## src/rtl/pciexp_tx_sched.sv

```systemverilog
// PCIe transmit symbol scheduler: picks one symbol per PCLK250 cycle from link-layer
// data, SKP/EIOS ordered sets, the compliance pattern or logical idle.
module pciexp_tx_sched #(
    parameter int unsigned SKP_INTERVAL = 1180
) (
    input  logic       PCLK250,
    input  logic       RESET,
    input  logic       LTSSM_ElecIdleReq_P0,
    input  logic       CNTL_Compliance_P0,
    input  logic       DL_Valid_P0,
    input  logic [7:0] DL_Data_P0,
    input  logic       DL_DataK_P0,
    input  logic       DL_Eop_P0,
    output logic       DL_Ready,
    output logic [7:0] TXDATA,
    output logic       TXDATAK,
    output logic       TXELECIDLE,
    output logic       TXCOMPLIANCE,
    output logic       SkpSent,
    output logic       Underrun
);

    typedef enum logic [2:0] {
        EIDLE = 3'd0,
        IDLE  = 3'd1,
        DATA  = 3'd2,
        SKP   = 3'd3,
        EIOS  = 3'd4,
        COMPL = 3'd5
    } state_t;

    localparam logic [7:0] SYM_COM  = 8'hBC;
    localparam logic [7:0] SYM_SKP  = 8'h1C;
    localparam logic [7:0] SYM_IDL  = 8'h7C;
    localparam logic [7:0] SYM_D215 = 8'hB5;
    localparam logic [7:0] SYM_D102 = 8'h4A;
    localparam logic [11:0] SKP_LAST = 12'(SKP_INTERVAL - 1);

    state_t      state_q, state_d;
    logic [1:0]  idx_q, idx_d;
    logic [11:0] skp_cnt_q;
    logic        skp_pending_q;
    logic        in_pkt_q, in_pkt_d;
    logic        pend_clr, cnt_clr, skp_wrap;

    logic [7:0]  sym_data;
    logic        sym_k, sym_ei, sym_cp, sym_skp, sym_un, ready_c;

    // Compliance pattern lookup; only the first COM carries the disparity flag
    function automatic logic [9:0] compl_sym(input logic [1:0] idx);
        case (idx)
            2'd0:    compl_sym = {SYM_COM, 1'b1, 1'b1};
            2'd1:    compl_sym = {SYM_D215, 1'b0, 1'b0};
            2'd2:    compl_sym = {SYM_COM, 1'b1, 1'b0};
            default: compl_sym = {SYM_D102, 1'b0, 1'b0};
        endcase
    endfunction

    always_comb begin
        state_d  = state_q;
        idx_d    = idx_q;
        in_pkt_d = in_pkt_q;
        sym_data = 8'h00;
        sym_k    = 1'b0;
        sym_ei   = 1'b0;
        sym_cp   = 1'b0;
        sym_skp  = 1'b0;
        sym_un   = 1'b0;
        ready_c  = 1'b0;
        pend_clr = 1'b0;
        cnt_clr  = 1'b0;
        case (state_q)
            EIDLE: begin
                sym_ei = 1'b1;
                if (!LTSSM_ElecIdleReq_P0)
                    state_d = IDLE;
            end
            SKP: begin
                sym_data = SYM_SKP;
                sym_k    = 1'b1;
                idx_d    = idx_q + 2'd1;
                if (idx_q == 2'd3) begin
                    sym_skp = 1'b1;
                    state_d = IDLE;
                end
            end
            EIOS: begin
                sym_data = (idx_q == 2'd0) ? SYM_COM : SYM_IDL;
                sym_k    = 1'b1;
                idx_d    = idx_q + 2'd1;
                if (idx_q == 2'd3)
                    state_d = EIDLE;
            end
            COMPL: begin
                {sym_data, sym_k, sym_cp} = compl_sym(idx_q);
                idx_d = idx_q + 2'd1;
                // Exit only at the end of a full four-symbol pattern
                if (idx_q == 2'd3) begin
                    if (LTSSM_ElecIdleReq_P0)
                        state_d = EIOS;
                    else if (!CNTL_Compliance_P0)
                        state_d = IDLE;
                end
            end
            IDLE, DATA: begin
                if (in_pkt_q) begin
                    ready_c = 1'b1;
                    if (DL_Valid_P0) begin
                        sym_data = DL_Data_P0;
                        sym_k    = DL_DataK_P0;
                        in_pkt_d = !DL_Eop_P0;
                    end else begin
                        sym_un = 1'b1;
                    end
                end else if (skp_pending_q) begin
                    sym_data = SYM_COM;
                    sym_k    = 1'b1;
                    state_d  = SKP;
                    idx_d    = 2'd1;
                    pend_clr = 1'b1;
                end else if (LTSSM_ElecIdleReq_P0) begin
                    sym_data = SYM_COM;
                    sym_k    = 1'b1;
                    state_d  = EIOS;
                    idx_d    = 2'd1;
                end else if (CNTL_Compliance_P0) begin
                    {sym_data, sym_k, sym_cp} = compl_sym(2'd0);
                    state_d  = COMPL;
                    idx_d    = 2'd1;
                    pend_clr = 1'b1;
                    cnt_clr  = 1'b1;
                end else begin
                    ready_c = 1'b1;
                    if (DL_Valid_P0) begin
                        sym_data = DL_Data_P0;
                        sym_k    = DL_DataK_P0;
                        in_pkt_d = !DL_Eop_P0;
                        state_d  = DATA;
                    end else begin
                        state_d = IDLE;
                    end
                end
            end
            default: begin
                sym_ei  = 1'b1;
                state_d = EIDLE;
            end
        endcase
    end

    assign DL_Ready = ready_c;
    assign skp_wrap = (skp_cnt_q == SKP_LAST);

    // Control state and SKP interval tracking
    always_ff @(posedge PCLK250 or posedge RESET) begin
        if (RESET) begin
            state_q       <= EIDLE;
            idx_q         <= 2'd0;
            in_pkt_q      <= 1'b0;
            skp_cnt_q     <= 12'd0;
            skp_pending_q <= 1'b0;
        end else begin
            state_q  <= state_d;
            idx_q    <= idx_d;
            in_pkt_q <= in_pkt_d;
            if (state_q == EIDLE || state_q == COMPL || cnt_clr) begin
                skp_cnt_q     <= 12'd0;
                skp_pending_q <= skp_pending_q & ~pend_clr;
            end else begin
                skp_cnt_q     <= skp_wrap ? 12'd0 : skp_cnt_q + 12'd1;
                // A wrap while a SKP is already owed is dropped, never queued
                skp_pending_q <= (skp_pending_q & ~pend_clr) | (skp_wrap & ~skp_pending_q);
            end
        end
    end

    // Registered symbol stage toward the encoder
    always_ff @(posedge PCLK250 or posedge RESET) begin
        if (RESET) begin
            TXDATA       <= 8'h00;
            TXDATAK      <= 1'b0;
            TXELECIDLE   <= 1'b1;
            TXCOMPLIANCE <= 1'b0;
            SkpSent      <= 1'b0;
            Underrun     <= 1'b0;
        end else begin
            TXDATA       <= sym_data;
            TXDATAK      <= sym_k;
            TXELECIDLE   <= sym_ei;
            TXCOMPLIANCE <= sym_cp;
            SkpSent      <= sym_skp;
            Underrun     <= sym_un;
        end
    end

endmodule

```

## config.mk

```make
export PLATFORM = sky130hd
export DESIGN_NAME = pciexp_tx_sched
export DESIGN_NICKNAME = d
export VERILOG_FILES = /design/src/rtl/pciexp_tx_sched.sv
export SDC_FILE = /design/constraint.sdc
export NUM_CORES = 1
export LEC_CHECK = 0
export ABC_AREA = 1
export CORE_AREA = 2 2 61 63
export DETAILED_ROUTE_END_ITERATION = 10
export DIE_AREA = 0 0 63 65
export PLACE_DENSITY = 0.84
export SYNTH_ARGS = -nofsm -noshare
export SYNTH_HDL_FRONTEND = slang
export SYNTH_SLANG_ARGS = --single-unit
export TNS_END_PERCENT = 50
```

## constraint.sdc

```tcl
create_clock -name PCLK250 -period 1.7 [get_ports PCLK250]
set_input_delay 0.17 -clock PCLK250 [delete_from_list [all_inputs] [get_ports PCLK250]]
set_output_delay 0.17 -clock PCLK250 [all_outputs]
set_load 0.01 [all_outputs]
```

==> results.toml <==
[status]
status = "completed"

[cts]
clock_insertion_delay_worst_skew_ns = 0.33
tritoncts = "yes"
cts-root-buf = "clkbuf_4"
cts-buffers-inserted = 5
clock-sinks = 32
cts_buffer_depth = 2
clkTransAtPathRegs_ns = 0.10
cts_htree_levels = 2

[sta]
timing_worst_slew_pin_value_ns = 0.406
clock.fmax_ghz = 0.634
max-slew-margin-rel = 0.729
finClkSkew_ns = 0.00739
post-route-worst-setup-slack_ns = 0.122
report.final.setup_viol = 0
report.final.slew_viol_count = 0
final.setup.tns_ns = 0
period_share = 0.928
hold_viol = 0
setup_repair_after_global_routing_missed_its_margin = "no"
post-route-min-period_ns = 1.58
fin_worst_hold_slack_ns = 0.213

[global_route]
global_route_total_usage_across_every_layer = 0.198
overflow = 0
initial_antenna_violation_count = 0
grt_first_pass_wirelength_microns = 6180
grt_max_degree = 33
grt_pass1_vias = 1492

[logic_synthesis]
ys_ff_latch = 32
postSynthNetCount = 251
synth_ff_type = "dfrtp_1"
post_synth_inst_count = 228
synth_sequential_area_ratio = 0.451
most_common_cell_in_the_netlist = "nand2_1"
synth_largest_area_cell = "dfrtp_1"
synth.area.top_cells = "dfrtp_1 (44%), nand2_1 (16%), nor2_1 (5.7%)"
synth.distinct_cells = 25
yosysTopAreaCellShare = 0.436
synth.cell_area_sq_um = 1780
synthTopCellsByCount = "nand2_1 (75), dfrtp_1 (31), nor2_1 (27)"
mean_post_synth_cell_area_sq_um = 7.80
edff_count_synth = 0
synth-async-reset-ratio = 1.00
synth.yosys.warnings = 0

[route]
number_of_optimization_iterations_in_the_first_detailed_route_pass = 4
route.final.wire_length_microns = 3450
drtIter0Drc = 80
route.detailed.wl_per_inst_microns = 10.6
drcViolationCount = 0
dr_total_vias = 1528
routed_via_density = 4.72
antenna_left = 0

[finish]
seq_area_sq_um = 805
area.growth.synth_to_final_pct = 27.3
layout.filler_cells = 311
antenna-diode-count = 0
multiInputGateArea_sq_um = 855
final_cell_area_sq_um = 2260
drive_gt1_frac = 0.159
number_of_nets_in_the_layout = 298

[worst_setup_path]
path_max_fanout = 6
timing.critical_path.from_type = "register"
worst_path_dominant_cell_family = "simple AND/OR/NAND/NOR gates"
cp.arrival_ns = 1.84
crit_path_frequent_cell = "buf_4"
cp_num_buf_inv = 5
cp.required_ns = 1.96
worstPathCellList = "buf_4, nor2_4, buf_4, buf_4, inv_2, nand3_1, nor2_2, nor2_4, inv_2, nor2_1"
critical_path.endpoint_type = "register"
timing.critical_path.slowest_stage_cell = "dfrtp_2"
cpPeakStageDelay_ns = 0.43
crit_type = "reg2reg"

[hold_path]
hold_path.class = "in2async"

[die]
overall_die_width_microns = 63
floorplan.io_pins = 29
placement_rows = 22
core_area_sq_um = 3500
initial_util = 0.509
die-area_sq_um = 4100
floorplan_die_height_microns = 65

[flow_run]
maxcap_violations = 0

[pwr]
power_density_nw_per_um2 = 1490
max-vdd-ir-drop_uv = 1010
fin_total_pwr_uw = 3380
p_leak_uw = 0.00115

[place]
dpl_worst_slack_ns = 0.00110
place_congestion = 0.933
dp.final_hpwl_microns = 2650
io_buffers = 28
placed_area_sq_um = 2180
power breakdown:
part / total, uW / internal [uW] / leakage (uW) / switching (uW)
logic: 1800 / 801 / 0.000698 / 1000
clock network: 450 / 204 / 0.0000326 / 246
registers: 1130 / 993 / 0.000417 / 134
total: 3380 / 2000 / 0.00115 / 1380
tightest hold or removal path, cell delays in order:
cell and delay (ns):
clkdlybuf4s50_1 0.39, inv_1 0.05, buf_4 0.36
metrics by stage:
stage | instances | util
floorplan | 228 | -
global placement | 312 | 0.623
detailed placement | 312 | 0.623
CTS | 323 | 0.646
global route | 324 | 0.647
finish | 324 | 0.647
cell usage in the layout (no fill, tap or decap), types with 3 or more instances in the layout:
cell             count
dfrtp_1             29
nor3_1               5
nor2_1              27
o21ai_0              7
ha_1                 8
nand2_1             75
inv_2                4
inv_1               24
nand2_2              5
clkbuf_4             5
xor2_1               3
nand3_1             19
clkdlybuf4s50_1     27
nor2_4               3
buf_4               14
final timing paths:
kind / slack [ns] / to / startpoint / cells after the start
worst max-delay path: 0.12 / skp_cnt_q[11] / state_q[0] / 10
worst min-delay path: 0.21 / TXDATA[0] / RESET / 3
worst max register to register: 0.12 / skp_cnt_q[11] / state_q[0] / 10
worst min register to register: 0.47 / skp_cnt_q[0] / skp_cnt_q[0] / 1
max in group asynchronous: 1.17 / TXELECIDLE / RESET / 3
min in group PCLK250: 0.36 / TXDATA[1] / DL_Data_P0[1] / 3
routing by layer:
layer	vias up	routed length, microns	share of wire	GRT usage
met3	11	143	0.042	0.0625
met4	0	108	0.031	0.114
met5	-	0	0	0
met1	686	1440	0.42	0.215
met2	32	1750	0.51	0.342
li1	799	-	-	-
layout make-up:
cell class                 count  area share
clock buffer                   8      0.0260
timing repair buffer          42       0.168
inverter                      28      0.0464
tap                           48      0.0265
sequential                    32       0.355
multi-input combinational    166       0.378
timing repair:
item                                   in CTS  in global routing
setup endpoints to repair                   1                  1
hold buffers                                0                  0
resized for setup                           3                  2
pin swaps                                   0                  1
setup buffers                               3                  1
endpoints found under the hold margin       0                  0
kinds of logic after synthesis:
| group | Yosys count | share of synthesized area |
|---|---|---|
| adder cells (fa/ha/maj) | 8 | 0.0563 |
| AO/OA/AOI/OAI | 13 | 0.0443 |
| buffers and inverters | 30 | 0.0683 |
| XOR/XNOR | 5 | 0.0246 |
| AND/OR/NAND/NOR | 140 | 0.355 |
| flip-flops | 32 | 0.451 |
flip-flops by register name (all words and copies together), names as in the netlist:
signal and flops:
TXDATA 8, in_pkt_q 1, Underrun 1, TXCOMPLIANCE 1, TXDATAK 1, TXELECIDLE 1, state_q 3, SkpSent 1
skp_pending_q 1, skp_cnt_q 12, idx_q 2
No activity file was read; power rests on OpenSTA's default activity.
